$ cat config.mk
export PLATFORM = sky130hd
export DESIGN_NAME = minx_bus_matrix
export DESIGN_NICKNAME = d
export VERILOG_FILES = /design/src/rtl/minx_bus_matrix.sv
export SDC_FILE = /design/constraint.sdc
export NUM_CORES = 1
export LEC_CHECK = 0
export BUFFER_PORTS_ARGS = -buffer_cell sky130_fd_sc_hd__buf_2
export CAP_MARGIN = 20
export CORE_AREA = 2 2 92 94
export DETAILED_ROUTE_END_ITERATION = 10
export DIE_AREA = 0 0 94 96
export GPL_TIMING_DRIVEN = 0
export PLACE_DENSITY = 0.57
export SYNTH_ARGS = -nofsm -noshare
export SYNTH_HDL_FRONTEND = slang
export SYNTH_SLANG_ARGS = --single-unit
$ cat constraint.sdc
create_clock -name clk -period 2.3 [get_ports clk]
set_input_delay 0.46 -clock clk [delete_from_list [all_inputs] [get_ports clk]]
set_output_delay 0.46 -clock clk [all_outputs]
set_load 0.02 [all_outputs]
$ cat src/rtl/minx_bus_matrix.sv
// N-master bus arbiter and register-window read-data router for the MINX top level.
// Optional build macro BUS_MATRIX_ROUND_ROBIN_EN selects round-robin arbitration over masters 1..N-1.
module minx_bus_matrix #(
  parameter int unsigned NUM_MASTERS   = 2,
  parameter int unsigned NUM_SLAVES    = 13,
  parameter int unsigned ADDR_W        = 24,
  parameter int unsigned DATA_W        = 8,
  parameter int unsigned REG_BASE      = 32'h2000,
  parameter int unsigned REG_SIZE      = 32'h100,
  parameter logic [1:0]  MEM_READ_CODE = 2'b01,
  parameter int unsigned MAX_HOLD      = 0
) (
  input  logic                          clk,
  input  logic                          reset,
  input  logic                          clk_ce,
  input  logic                          cpu_sync,
  input  logic [NUM_MASTERS-1:0]        m_req,
  output logic [NUM_MASTERS-1:0]        m_ack,
  input  logic [NUM_MASTERS*ADDR_W-1:0] m_addr,
  input  logic [NUM_MASTERS*DATA_W-1:0] m_wdata,
  input  logic [NUM_MASTERS-1:0]        m_write,
  input  logic [NUM_MASTERS-1:0]        m_read,
  input  logic [NUM_MASTERS*2-1:0]      m_status,
  output logic [ADDR_W-1:0]             bus_addr,
  output logic [DATA_W-1:0]             bus_wdata,
  output logic                          bus_write,
  output logic                          bus_read,
  output logic [1:0]                    bus_status,
  output logic                          bus_write_dly,
  input  logic [NUM_SLAVES*DATA_W-1:0]  s_rdata,
  input  logic [DATA_W-1:0]             ext_rdata,
  output logic [DATA_W-1:0]             rdata,
  output logic                          in_window,
  output logic                          hold_timeout
);

  localparam int unsigned IDX_W = $clog2(NUM_MASTERS);
  localparam int unsigned CNT_W = (MAX_HOLD > 2) ? $clog2(MAX_HOLD) : 1;
  // One extra bit so a window ending at the top of the address space cannot wrap.
  localparam logic [ADDR_W:0] WIN_LO = (ADDR_W+1)'(REG_BASE);
  localparam logic [ADDR_W:0] WIN_HI = WIN_LO + (ADDR_W+1)'(REG_SIZE);

  typedef enum logic [1:0] {OWN0, WAIT_SYNC, GRANT, TURN} state_e;

  state_e                 state_q, state_d;
  logic [IDX_W-1:0]       owner_q, owner_d;
  logic [CNT_W-1:0]       hold_q, hold_d;
  logic [NUM_MASTERS-1:0] barred_q, barred_d;
  logic                   wdly_q;
  logic                   tmo_q, tmo_d;
  logic [NUM_MASTERS-1:0] elig;
  logic                   win_found;
  logic [IDX_W-1:0]       win_idx;
  logic                   grant_go;
  logic                   at_limit;
  logic [IDX_W-1:0]       sel;
  logic                   wr_sel, rd_sel;
  logic [DATA_W-1:0]      lanes_or;
`ifdef BUS_MATRIX_ROUND_ROBIN_EN
  logic [IDX_W-1:0]       rr_q, rr_d;
  int unsigned            start;
`endif

  always_comb begin
    elig      = m_req & ~barred_q;
    elig[0]   = 1'b0;
    win_found = 1'b0;
    win_idx   = '0;
`ifdef BUS_MATRIX_ROUND_ROBIN_EN
    // First pass covers rr_q..N-1, second pass wraps back to 1.
    start = 32'(rr_q);
    for (int unsigned k = 1; k < NUM_MASTERS; k++) begin
      if (!win_found && elig[k] && (k >= start)) begin
        win_found = 1'b1;
        win_idx   = IDX_W'(k);
      end
    end
`endif
    for (int unsigned k = 1; k < NUM_MASTERS; k++) begin
      if (!win_found && elig[k]) begin
        win_found = 1'b1;
        win_idx   = IDX_W'(k);
      end
    end
  end

  always_comb begin
    state_d  = state_q;
    owner_d  = owner_q;
    hold_d   = hold_q;
    barred_d = barred_q;
    tmo_d    = 1'b0;
    grant_go = 1'b0;
    at_limit = (MAX_HOLD != 0) && (32'(hold_q) == MAX_HOLD - 1);
`ifdef BUS_MATRIX_ROUND_ROBIN_EN
    rr_d     = rr_q;
`endif
    if (clk_ce) begin
      // A timed-out master becomes eligible again once its request is seen low.
      barred_d = barred_q & m_req;
      case (state_q)
        OWN0, WAIT_SYNC: begin
          if (!win_found)    state_d  = OWN0;
          else if (cpu_sync) grant_go = 1'b1;
          else               state_d  = WAIT_SYNC;
        end
        GRANT: begin
          hold_d = hold_q + 1'b1;
          if (!m_req[owner_q]) begin
            state_d = TURN;
          end else if (at_limit) begin
            state_d           = TURN;
            tmo_d             = 1'b1;
            barred_d[owner_q] = 1'b1;
          end
        end
        TURN:    state_d = OWN0;
        default: state_d = OWN0;
      endcase
      if (grant_go) begin
        state_d = GRANT;
        owner_d = win_idx;
        hold_d  = '0;
`ifdef BUS_MATRIX_ROUND_ROBIN_EN
        rr_d    = (32'(win_idx) + 1 >= NUM_MASTERS) ? IDX_W'(1) : win_idx + 1'b1;
`endif
      end
    end
  end

  always_ff @(posedge clk or negedge reset) begin
    if (!reset) begin
      state_q  <= OWN0;
      owner_q  <= '0;
      hold_q   <= '0;
      barred_q <= '0;
      wdly_q   <= 1'b0;
      tmo_q    <= 1'b0;
`ifdef BUS_MATRIX_ROUND_ROBIN_EN
      rr_q     <= IDX_W'(1);
`endif
    end else begin
      state_q  <= state_d;
      owner_q  <= owner_d;
      hold_q   <= hold_d;
      barred_q <= barred_d;
      tmo_q    <= tmo_d;
`ifdef BUS_MATRIX_ROUND_ROBIN_EN
      rr_q     <= rr_d;
`endif
      if (clk_ce) wdly_q <= (state_q == TURN) ? 1'b0 : bus_write;
    end
  end

  always_comb begin
    m_ack = '0;
    case (state_q)
      OWN0, WAIT_SYNC: m_ack[0]       = 1'b1;
      GRANT:           m_ack[owner_q] = 1'b1;
      default:         m_ack          = '0;
    endcase
  end

  always_comb begin
    sel        = (state_q == GRANT) ? owner_q : '0;
    bus_addr   = m_addr[ADDR_W-1:0];
    bus_wdata  = m_wdata[DATA_W-1:0];
    bus_status = m_status[1:0];
    wr_sel     = m_write[0];
    rd_sel     = m_read[0];
    for (int unsigned k = 1; k < NUM_MASTERS; k++) begin
      if (k == 32'(sel)) begin
        bus_addr   = m_addr[k*ADDR_W +: ADDR_W];
        bus_wdata  = m_wdata[k*DATA_W +: DATA_W];
        bus_status = m_status[k*2 +: 2];
        wr_sel     = m_write[k];
        rd_sel     = m_read[k];
      end
    end
    // Strobes are forced low in reset and during the turnaround tick.
    bus_write = reset && (state_q != TURN) && wr_sel;
    bus_read  = reset && (state_q != TURN) && rd_sel;
  end

  always_comb begin
    in_window = ({1'b0, bus_addr} >= WIN_LO) && ({1'b0, bus_addr} < WIN_HI);
  end

  always_comb begin
    lanes_or = '0;
    for (int unsigned i = 0; i < NUM_SLAVES; i++) begin
      lanes_or = lanes_or | s_rdata[i*DATA_W +: DATA_W];
    end
    rdata = (in_window && (bus_status == MEM_READ_CODE)) ? lanes_or : ext_rdata;
  end

  assign bus_write_dly = wdly_q;
  assign hold_timeout  = tmo_q;

endmodule

Word-level counts from Yosys, hierarchy flattened
Cells that the tools add are included.
Operators by class
  $lt $le $gt $ge: 4
  equal/unequal tests: 7
  mux-type cells: 24
  bitwise logic cells: 15
  reductions and logical operators: 10
Operators with widths (count)
  $or 8x8->8: 12
  $ge 24x14->1 const B: 1
  $lt 24x14->1 const B: 1
  $mux 24: 1
  $mux 8: 2
  $mux 1: 13
  $mux 2: 5
  $logic_and 1x1->1: 6
  $pmux 2 s3: 1
  $and 2x2->2: 2
  $eq 2x1->1 const B: 2
  $eq 2x2->1 const B: 2
  $ne 4x4->1 const B: 1
  $ne 3x3->1 const B: 1
  $reduce_and 3->1: 1
  $logic_not 2->1: 1
  $lt 1x2->1 const B: 1
  $ne 2x2->1 const B: 1
  $not 2->2: 1
  $pmux 1 s2: 1
  $reduce_and 2->1: 1
  $reduce_or 2->1: 1
  $demux 1 s1: 1
  $ge 1x1->1 const B: 1
Word-level totals
  register bits after elaboration: 6
  input port bits: 190
  output and inout bits: 49
  logic and storage cells: 64

Logic depth before layout (Yosys ltp)
Gate-level depths: netlist of run 1.
  depth after elaboration: 13
  mapped depth: 7
  gate-level depth less buffers: 4

Least setup slack after synthesis of run 1
OpenSTA, ideal clock, no wires.
  path type: input-to-output
  from: input port m_addr[33]
  to: output port rdata[5]
  arrival: 1672 ps
  data required time: 1840 ps
  slack: 168 ps
  stages: 4
  buffers on the path: 0
  cell sequence: nor4b_1 -> nand4_1 -> o22ai_4 -> mux2_1
Between the ends
  longest elaborated chain between the ends: 5
  elaborated cells on any way between the ends: 6
  classes of those cells: order compare: 2; mux: 2; reduce/logical: 2
RTL lines
  start, declared: RTL line 19  | input logic [NUM_MASTERS*ADDR_W-1:0] m_addr,
  $mux 24 *: RTL line 172  | if (k == 32'(sel)) begin
  $ge 24x14->1 / $lt 24x14->1 (equally long branches): RTL line 186  | in_window = ({1'b0, bus_addr} >= WIN_LO) && ({1'b0, bus_addr} < WIN_HI);
  $logic_and 1x1->1 *: RTL line 186
  $logic_and 1x1->1 *: RTL line 194  | rdata = (in_window && (bus_status == MEM_READ_CODE)) ? lanes_or : ext_rdata;
  $mux 8 *: RTL line 194
  end, declared: RTL line 32  | output logic [DATA_W-1:0] rdata,
Mark *: on every way between the ends. The rest lies on a longest branch, timed or not.

Worst setup path in the final report of run 1
  from: register state_q[0]
  to: output port rdata[2]
Between the ends
  longest elaborated chain between the ends: 7
  elaborated cells on any way between the ends: 10
  classes of those cells: order compare: 2; eq/ne: 2; mux: 4; reduce/logical: 2
RTL lines
  start, declared: RTL line 45  | state_e state_q, state_d;
  start signal, assigned: RTL line 143  | state_q <= state_d;
  $eq 2x2->1 *
  $mux 1 *: RTL line 165  | sel = (state_q == GRANT) ? owner_q : '0;
  $mux 24: RTL line 172
  $ge 24x14->1 / $lt 24x14->1 (equally long branches): RTL line 186
  $logic_and 1x1->1: RTL line 186
  $logic_and 1x1->1 *: RTL line 194
  $mux 8 *: RTL line 194
Marked as above.

==> results of run 1 <==
-- sequential cells by signal (all words and copies together), names as in the netlist --
name           cells
barred_q           1
bus_write_dly      1
owner_q            1
state_q            2
-- worst paths after layout --
kind,start,to,cells after the start
worst min-delay path,reset,state_q[1],1
worst max-delay path,state_q[0],rdata[2],6
min in group clk,cpu_sync,state_q[0],3
max in group asynchronous,reset,state_q[0],1
worst max register to register,state_q[1],bus_write_dly,5
worst min register to register,bus_write_dly,bus_write_dly,1
-- where the power goes --
group | internal [mW] | switching (mW)
logic | 0.614 | 0.820
registers | 0.113 | 0.0118
clock network | 0.119 | 0.0475
-- cells by family (layout without fill, tap and decap cells) --
kind of cell / Yosys count / in the layout
AND/OR/NAND/NOR: 112 / 112
other: 1 / 1
flip-flops: 5 / 5
multiplexers: 29 / 29
buffers and inverters: 12 / 255
AO/OA/AOI/OAI: 11 / 11
-- layout make-up --
cell class              count  area (sq um)
multi-input cells         153          1040
flip-flops and latches      5           126
plain buffers               9          65.1
well taps                 105           131
repair buffers            239          1260
fillers                   879          5370
clock buffers               4          45.0
inverters                   3          12.5
-- layer usage --
metal | global-route usage [%] | wire (um) | vias to the layer above
li1 | - | - | 1114
met1 | 14.0 | 2440 | 941
met2 | 22.4 | 3100 | 106
met3 | 1.88 | 519 | 6
met4 | 2.17 | 39 | 0
met5 | 0 | 0 | -
-- synthesized netlist by cell type (2+ instances only) --
cell and number:
nor4_1 23, mux2_2 26, nor2_1 8, nor3_1 8, nand3b_1 2, buf_4 2
nor4b_1 2, nand3_1 2, nand2_1 51, buf_2 5, o21a_1 2, nand4_1 10
mux2_1 2, a21oi_1 3, dfrtp_1 5, o21ai_0 2, clkbuf_1 2, inv_1 2
-- stage by stage --
step	total power, mW	utilization [%]
floorplan	0.998	-
global placement	1.49	30.6
detailed placement	1.50	30.6
CTS	1.73	32.8
global route	1.87	33.3
finish	1.73	33.3
-- what timing repair did --
item                                    CTS  global route
setup buffers                             2             0
resized for setup                        33             7
pin swaps                                 4             3
endpoints found under the setup margin   31            29
hold buffers                              0             0
-- worst reg2reg max path, cell delays in order, from the launching register on --
cell      delay [ns]
dfrtp_1         0.36
clkbuf_1        0.20
nand3_1         0.11
a21oi_1         0.07
o21a_1          0.20
mux2_2          0.27
==> impl_metrics.env, run 1 <==
export IMPL_synthSimpleGateAreaFrac_pct=48.1
export IMPL_setup_ws_ns=-0.145
export IMPL_fmax_mhz=409
export IMPL_dp_cells=512
export IMPL_avgSynthCellArea_sq_um=6.74
export IMPL_rows=33
export IMPL_h_tree_depth=1
export IMPL_hpwl_mm=5.33
export IMPL_synthArstFlopShare_pct=100
export IMPL_final_common_cell="buf_2"
export IMPL_antenna_found_initial=0
export IMPL_crit_chain="nand3b_1, or3b_4, o22ai_4, buf_12, mux2_4, buf_6"
export IMPL_cellPowerDensity_nw_per_um2=643
export IMPL_grt_pass1_vias=1987
export IMPL_start_kind="flip-flop"
export IMPL_hold_violations=0
export IMPL_gr_total_overflow=0
export IMPL_synth_compound_area_share_pct=7.10
export IMPL_worst_clock_skew_ns=0.000813
export IMPL_syn_inst=170
export IMPL_ys_ff_latch=5
export IMPL_synthFlopType="dfrtp_1"
export IMPL_drt_iter0_drc=34
export IMPL_vias_per_cell=4.18
export IMPL_track_usage_pct=11.8
export IMPL_critical_path_buf_inv_count=2
export IMPL_max_cap_viol_count=0
export IMPL_final_antenna_net_count=0
export IMPL_vias=2167
export IMPL_whs_ns=0.0624
export IMPL_arrival_ns=1.98
export IMPL_critPathKind="flip-flop to output port"
export IMPL_p_leak_nw=1.48
export IMPL_die_w_um=94
export IMPL_wl_per_cell_um=11.8
export IMPL_fin_crit_ns=2.44
export IMPL_yosysWarnings=0
export IMPL_antenna_cells=0
export IMPL_ir_drop_uv=481
export IMPL_io_pins=239
export IMPL_synth_edff_count=0
export IMPL_grt_pass1_wl_mm=8.80
export IMPL_synthesis_area_sq_um=1150
export IMPL_setup_viol=8
export IMPL_wl_mm=6.10
export IMPL_grt_setup_unrepaired="true"
export IMPL_cp_end_kind="output port"
export IMPL_grt_max_degree=11
export IMPL_max_stage_delay_ns=0.40
export IMPL_syn_nets=360
export IMPL_root_buffer="clkbuf_8"
export IMPL_die_height_um=96
export IMPL_fin_nets=604
export IMPL_clk_pin_slew_ns=0.04
export IMPL_timing_final_crit_share_pct=106
export IMPL_cts_made_buffers=3
export IMPL_post_route_drc_count=0
export IMPL_seq_area_frac_synth_pct=10.9
export IMPL_finalSetupTns_ns=-1.10
export IMPL_fin_cells=518
export IMPL_dr_pass1_iters=4
export IMPL_portBuffers=237
export IMPL_cts_tree="done"
export IMPL_critPathTopFamily="simple AND/OR/NAND/NOR gates"
export IMPL_hp_class="input port to asynchronous set/reset pin"
export IMPL_failed_checks="setup timing"
export IMPL_final_cell_mix="buf_2 (229), nand2_1 (51), nor4_1 (21)"
export IMPL_critical_path_slowest_cell="or3b_4"
export IMPL_netlist_area_leader_share_pct=25.5
export IMPL_synthTopCellsByArea="mux2_2 (26%), nand2_1 (17%), nor4_1 (13%)"
export IMPL_pre_cts_ws_ns=-0.368
export IMPL_synth_fa_ha_area_share_pct=0
export IMPL_ff2ff_setup_slack_ns=0.97
export IMPL_synthMuxAreaShare_pct=28.4
export IMPL_drive_above_1_share_pct=69.5
export IMPL_final_area_sq_um=2680
export IMPL_core_area_sq_um=8050
export IMPL_die_area_sq_um=9020
export IMPL_synthXorXnorAreaFrac_pct=0
export IMPL_crit_required_ns=1.84
export IMPL_ys_types=31
export IMPL_synth_top_family_by_area="simple AND/OR/NAND/NOR gates"
export IMPL_clkLatencyLatePin_ns=0.22
export IMPL_slew_viol_final=0
export IMPL_syn_to_final_growth_pct=134
export IMPL_status="finished with violations"
export IMPL_placed_cell_area_sq_um=2460
export IMPL_clock_sinks=5
export IMPL_gp_congestion=0.748
export IMPL_clk_path_buf_depth=2
export IMPL_yosys_area_top_type="mux2_2"
export IMPL_initial_core_util_pct=14.2
export IMPL_cp_max_fo=8
No activity file was read; power rests on OpenSTA's default activity.
==> run 2: changes to the inputs <==
ABC_AREA = 1   (was unset)
CORE_AREA = 2 2 94 96   (was 2 2 92 94)
DIE_AREA = 0 0 96 98   (was 0 0 94 96)
PLACE_DENSITY = 0.63   (was 0.57)
==> run 2 against run 1 <==
Compared with the run above:
- the run still ends with setup timing left
- die area up 4.3%
- sequential cell count unchanged
- combinational power grew 60%
- non-clock buffer count rose by 16
- sequential power increased by 9%
- maximum frequency fell by 4.9%
- clock skew hardly changed
- sequential share of layout area fell by 1.0 points
- synthesized cell count increased by 110%
- critical path type unchanged
==> impl_metrics.env, run 2 <==
export IMPL_drive_above_1_share_pct=50.6
export IMPL_hpwl_mm=7.18
export IMPL_io_pins=239
export IMPL_ir_drop_uv=564
export IMPL_swShare_pct=55.8
export IMPL_crit_required_ns=1.84
export IMPL_yosysWarnings=0
export IMPL_grt_setup_unrepaired="true"
export IMPL_final_common_cell="buf_2"
export IMPL_syn_to_final_growth_pct=102
export IMPL_synthTopCellsByArea="nand2_1 (39%), inv_1 (12%), nor2_1 (10%)"
export IMPL_setup_ws_ns=-0.272
export IMPL_synthMuxAreaShare_pct=0
export IMPL_placed_cell_area_sq_um=3030
export IMPL_yosys_top_cells_count="nand2_1 (176), inv_1 (55), nor2_1 (47), nand3_1 (16)"
export IMPL_synthXorXnorAreaFrac_pct=0
export IMPL_p_int_mw=1.15
export IMPL_h_tree_depth=1
export IMPL_wl_mm=8.76
export IMPL_synthArstFlopShare_pct=100
export IMPL_wl_per_cell_um=12.0
export IMPL_status="finished with violations"
export IMPL_vias=3094
export IMPL_final_antenna_net_count=0
export IMPL_vias_per_cell=4.25
export IMPL_dp_cells=708
export IMPL_portBuffers=237
export IMPL_synthesis_area_sq_um=1710
export IMPL_synthFlopType="dfrtp_1"
export IMPL_cts_tree="done"
export IMPL_arrival_ns=2.11
export IMPL_clk_path_buf_depth=2
export IMPL_fin_nets=811
export IMPL_avgSynthCellArea_sq_um=4.70
export IMPL_slew_viol_final=0
export IMPL_fmax_mhz=389
export IMPL_final_cell_mix="buf_2 (227), nand2_1 (165), inv_1 (50)"
export IMPL_die_height_um=98
export IMPL_p_seq_share_pct=5.2
export IMPL_max_cap_viol_count=0
export IMPL_ys_types=27
export IMPL_initial_core_util_pct=20.1
export IMPL_drt_iter0_drc=68
export IMPL_grt_pass1_vias=2852
export IMPL_final_area_sq_um=3440
export IMPL_synth_edff_count=0
export IMPL_hp_class="input port to asynchronous set/reset pin"
export IMPL_worst_clock_skew_ns=0.000645
export IMPL_track_usage_pct=17.4
export IMPL_grt_pass1_wl_mm=12.9
export IMPL_syn_nets=553
export IMPL_fin_cells=728
export IMPL_clkLatencyLatePin_ns=0.23
export IMPL_antenna_found_initial=0
export IMPL_synthSimpleGateAreaFrac_pct=68.7
export IMPL_cp_end_kind="output port"
export IMPL_clk_pin_slew_ns=0.04
export IMPL_die_area_sq_um=9410
export IMPL_power_frac_comb_pct=88.2
export IMPL_grt_max_degree=12
export IMPL_p_leak_nw=2.20
export IMPL_synth_fa_ha_area_share_pct=0
export IMPL_clock_sinks=5
export IMPL_die_w_um=96
export IMPL_post_route_drc_count=0
export IMPL_root_buffer="clkbuf_8"
export IMPL_syn_inst=363
export IMPL_failed_checks="setup timing"
export IMPL_synth_most_common_cell="nand2_1"
export IMPL_setup_viol=9
export IMPL_critPathKind="flip-flop to output port"
export IMPL_gr_total_overflow=0
export IMPL_finalSetupTns_ns=-2.13
export IMPL_gp_congestion=0.793
export IMPL_dr_pass1_iters=4
export IMPL_hold_buffers=0
export IMPL_largest_reg_flops=2
export IMPL_synth_compound_area_share_pct=4.84
export IMPL_timing_final_crit_share_pct=112
export IMPL_nFillCells=952
export IMPL_fin_crit_ns=2.57
export IMPL_p_clk_share_pct=6.5
export IMPL_ys_ff_latch=5
export IMPL_core_area_sq_um=8470
export IMPL_synth_top_family_by_area="simple AND/OR/NAND/NOR gates"
export IMPL_p_switching_mw=1.45
export IMPL_antenna_cells=0
export IMPL_cellPowerDensity_nw_per_um2=753
export IMPL_netlist_area_leader_share_pct=38.7
export IMPL_start_kind="flip-flop"
export IMPL_seq_area_frac_synth_pct=7.34
export IMPL_yosys_area_top_type="nand2_1"
export IMPL_rows=34
export IMPL_pre_cts_ws_ns=-0.288
export IMPL_cp_max_fo=5
export IMPL_hold_violations=0
export IMPL_top_register="state_q"
export IMPL_cts_made_buffers=3
-- run 2: cell count changes after synthesis, sizes merged, moves of 6 or more --
cell,change
inv,+54
mux2,-28
nand2,+130
nand3,+16
nand4,-6
nor2,+44
nor4,-15
o21ai,+9
-- run 2: final timing paths --
kind | startpoint | slack, ns | endpoint | depth (start not counted)
hold reg to reg | bus_write_dly | 0.48 | bus_write_dly | 2
setup reg to reg | owner_q | 0.79 | bus_write_dly | 10
max in group asynchronous | reset | 2.09 | state_q[0] | 1
min in group clk | clk_ce | 0.45 | barred_q[1] | 2
hold / removal | reset | 0.05 | state_q[0] | 1
setup / recovery | owner_q | -0.27 | rdata[3] | 15
-- run 2: layout make-up --
type / count / area (sq um) / area share (%)
buffer: 12 / 116 / 3.38
multi-input combinational: 291 / 1400 / 40.8
sequential: 5 / 126 / 3.67
tap: 108 / 135 / 3.93
inverter: 56 / 213 / 6.18
timing repair buffer: 252 / 1400 / 40.8
clock buffer: 4 / 45.0 / 1.31
-- run 2: critical path, stage by stage (launching register included) --
cell and delay [ns]:
dfrtp_1 0.34, buf_6 0.13, nand2_4 0.07, nor2_4 0.13
buf_6 0.15, buf_8 0.13, nand2_2 0.04, nand2_1 0.06
nand2_1 0.04, nor2_1 0.12, nand2_2 0.14, nor2_4 0.20
nand3_2 0.09, nand2_2 0.09, inv_2 0.04, buf_6 0.12
-- run 2: logic make-up (layout without fill, tap and decap cells) --
group           count (synthesis)  after routing
compound gates                 15             15
buf+inv                        69            324
flops                           5              5
other cells                     1              1
simple gates                  273            275
-- run 2: power groups by stage --
stage                     Combinational, mW  Sequential, mW  Clock (mW)
after floorplan                        1.23           0.136           0
after global placement                 1.89           0.134           0
after detailed placement               1.91           0.134           0
after CTS                              2.28           0.135       0.171
after global routing                   2.51           0.138       0.175
final                                  2.29           0.136       0.169
-- run 2: routing by layer --
layer | vias up | GRT usage [%] | wire [um]
met3 | 4 | 1.70 | 658
met5 | - | 0 | 0
met2 | 153 | 33.7 | 4570
met4 | 0 | 2.31 | 38
li1 | 1608 | - | -
met1 | 1329 | 20.6 | 3490
-- run 2: metrics by stage --
step / util [%] / hold WS [ns] / power, mW
finish: 40.6 / 0.0534 / 2.59
global route: 40.6 / 0.0574 / 2.82
CTS: 39.8 / 0.0544 / 2.58
detailed placement: 35.8 / 0.294 / 2.05
global placement: 35.8 / 0.287 / 2.03
floorplan: - / 0.164 / 1.36
-- run 2: what timing repair did --
item	in CTS	in global routing
setup endpoints to repair	31	29
gates cloned	3	0
pin swaps	20	17
gates resized for setup	38	27
endpoints found under the hold margin	0	0
setup buffers	13	1
==> run 3: changes to the inputs <==
clock period = 3 ns   (was 2.3 ns; I/O delays follow)
==> run 3 against run 2 <==
Compared with the run above:
- the flow now finishes without violations
- sequential share of layout area increased by 0.36 points
- via count decreased by 3.0%
- die area unchanged
- clock-buffer cell count unchanged
- highest routed layer unchanged
==> impl_metrics.env, run 3 (same netlist as run 2, synthesis figures left out) <==
export IMPL_cts_tree="done"
export IMPL_vias=3002
export IMPL_h_tree_depth=1
export IMPL_final_area_sq_um=3140
export IMPL_setup_ws_ns=0.202
export IMPL_die_height_um=98
export IMPL_wl_per_cell_um=11.4
export IMPL_critPathTopFamily="simple AND/OR/NAND/NOR gates"
export IMPL_arrival_ns=2.20
export IMPL_core_area_sq_um=8470
export IMPL_final_antenna_net_count=0
export IMPL_fmax_mhz=357
export IMPL_whs_ns=0.194
export IMPL_fin_crit_ns=2.80
export IMPL_critical_path_slowest_cell="dfrtp_1"
export IMPL_post_route_drc_count=0
export IMPL_cp_max_fo=10
export IMPL_clkLatencyLatePin_ns=0.23
export IMPL_fin_nets=803
export IMPL_worst_path_stages=15
export IMPL_cpMostUsedCell="nand2_1"
export IMPL_grt_setup_unrepaired="false"
export IMPL_initial_core_util_pct=20.1
export IMPL_critPathKind="flip-flop to output port"
export IMPL_ir_drop_uv=438
export IMPL_rows=34
export IMPL_ff2ff_setup_slack_ns=1.63
export IMPL_track_usage_pct=16.1
export IMPL_antenna_found_initial=0
export IMPL_drive_above_1_share_pct=44.6
export IMPL_grt_max_degree=11
export IMPL_placed_cell_area_sq_um=3030
export IMPL_gp_congestion=0.793
export IMPL_start_kind="flip-flop"
export IMPL_max_stage_delay_ns=0.34
export IMPL_cp_end_kind="output port"
export IMPL_regToRegStartpoint="owner_q"
export IMPL_largest_reg_flops=2
export IMPL_portBuffers=237
export IMPL_status="complete, no violations"
export IMPL_crit_required_ns=2.40
export IMPL_clk_path_buf_depth=2
export IMPL_crit_chain="buf_6, nand2_4, nor2_4, buf_6, nand2_1, nand2_1, nand2_1, inv_1, nand2_1, nor2_1, nand3_2, nand2_1, nand2_1, inv_1, buf_2"
export IMPL_hold_buffers=0
export IMPL_clk_pin_slew_ns=0.04
export IMPL_vias_per_cell=4.17
export IMPL_finalSetupTns_ns=0
export IMPL_io_pins=239
export IMPL_syn_to_final_growth_pct=83.9
export IMPL_hold_violations=0
export IMPL_critical_path_buf_inv_count=5
export IMPL_dp_cells=708
export IMPL_root_buffer="clkbuf_8"
export IMPL_utilization_pct=37.0
export IMPL_power_mw=1.76
export IMPL_fin_cells=720
export IMPL_reg2reg_depth=8
export IMPL_hpwl_mm=7.18
export IMPL_pre_cts_ws_ns=0.272
export IMPL_antenna_cells=0
export IMPL_wl_mm=8.24
export IMPL_hp_class="input port to asynchronous set/reset pin"
export IMPL_worst_clock_skew_ns=0.00104
export IMPL_cellPowerDensity_nw_per_um2=560
export IMPL_grt_pass1_wl_mm=12.0
export IMPL_final_common_cell="buf_2"
export IMPL_gr_total_overflow=0
export IMPL_top_register="state_q"
export IMPL_max_cap_viol_count=0
export IMPL_die_w_um=96
export IMPL_dr_pass1_iters=5
export IMPL_p_leak_nw=2.10
export IMPL_cts_made_buffers=3
export IMPL_die_area_sq_um=9410
export IMPL_timing_final_crit_share_pct=93.3
export IMPL_setup_viol=0
export IMPL_clock_sinks=5
export IMPL_final_cell_mix="buf_2 (237), nand2_1 (176), inv_1 (55)"
export IMPL_r2r_end="bus_write_dly"
export IMPL_drt_iter0_drc=69
export IMPL_grt_pass1_vias=2720
export IMPL_slew_viol_final=0
## run 3: changes by cell type in the layout (fill, tap and decap cells not counted), sizes merged
cell,change
buf,-7
clkbuf,+1
nor2,-2
## run 3: per-layer routing
layer / wire length (um) / vias to the layer above / global-route usage [%]
li1: - / 1588 / -
met1: 3310 / 1252 / 18.9
met2: 4190 / 157 / 30.9
met3: 701 / 5 / 1.77
met4: 46 / 0 / 2.42
met5: 0 / - / 0
## run 3: final cells by class
cell class              count  area [sq um]
repair buffers            245          1250
multi-input cells         289          1260
plain buffers              13           113
well taps                 108           135
flip-flops and latches      5           126
fillers                   994          5330
inverters                  56           210
clock buffers               4          45.0
## run 3: how the worst max path moves through the flow
stage / from / endpoint / slack (ns)
detailed placement: state_q[0] / rdata[4] / 0.27
finish: owner_q / rdata[4] / 0.20
floorplan: state_q[0] / rdata[0] / 0.69
global route: owner_q / rdata[1] / 0.02
CTS: state_q[0] / rdata[4] / 0.02
global placement: state_q[0] / rdata[4] / 0.30
## run 3: what timing repair did
| action | CTS | global route |
|---|---|---|
| setup endpoints to repair | 0 | 8 |
| buffers inserted | 0 | 8 |
| gates resized for setup | 0 | 2 |
## run 3: power by group
| group | leakage, nW | switching, mW | internal (mW) |
|---|---|---|---|
| registers | 0.0598 | 0.0181 | 0.0853 |
| clock network | 0.0228 | 0.0381 | 0.0916 |
| logic | 2.02 | 0.957 | 0.566 |
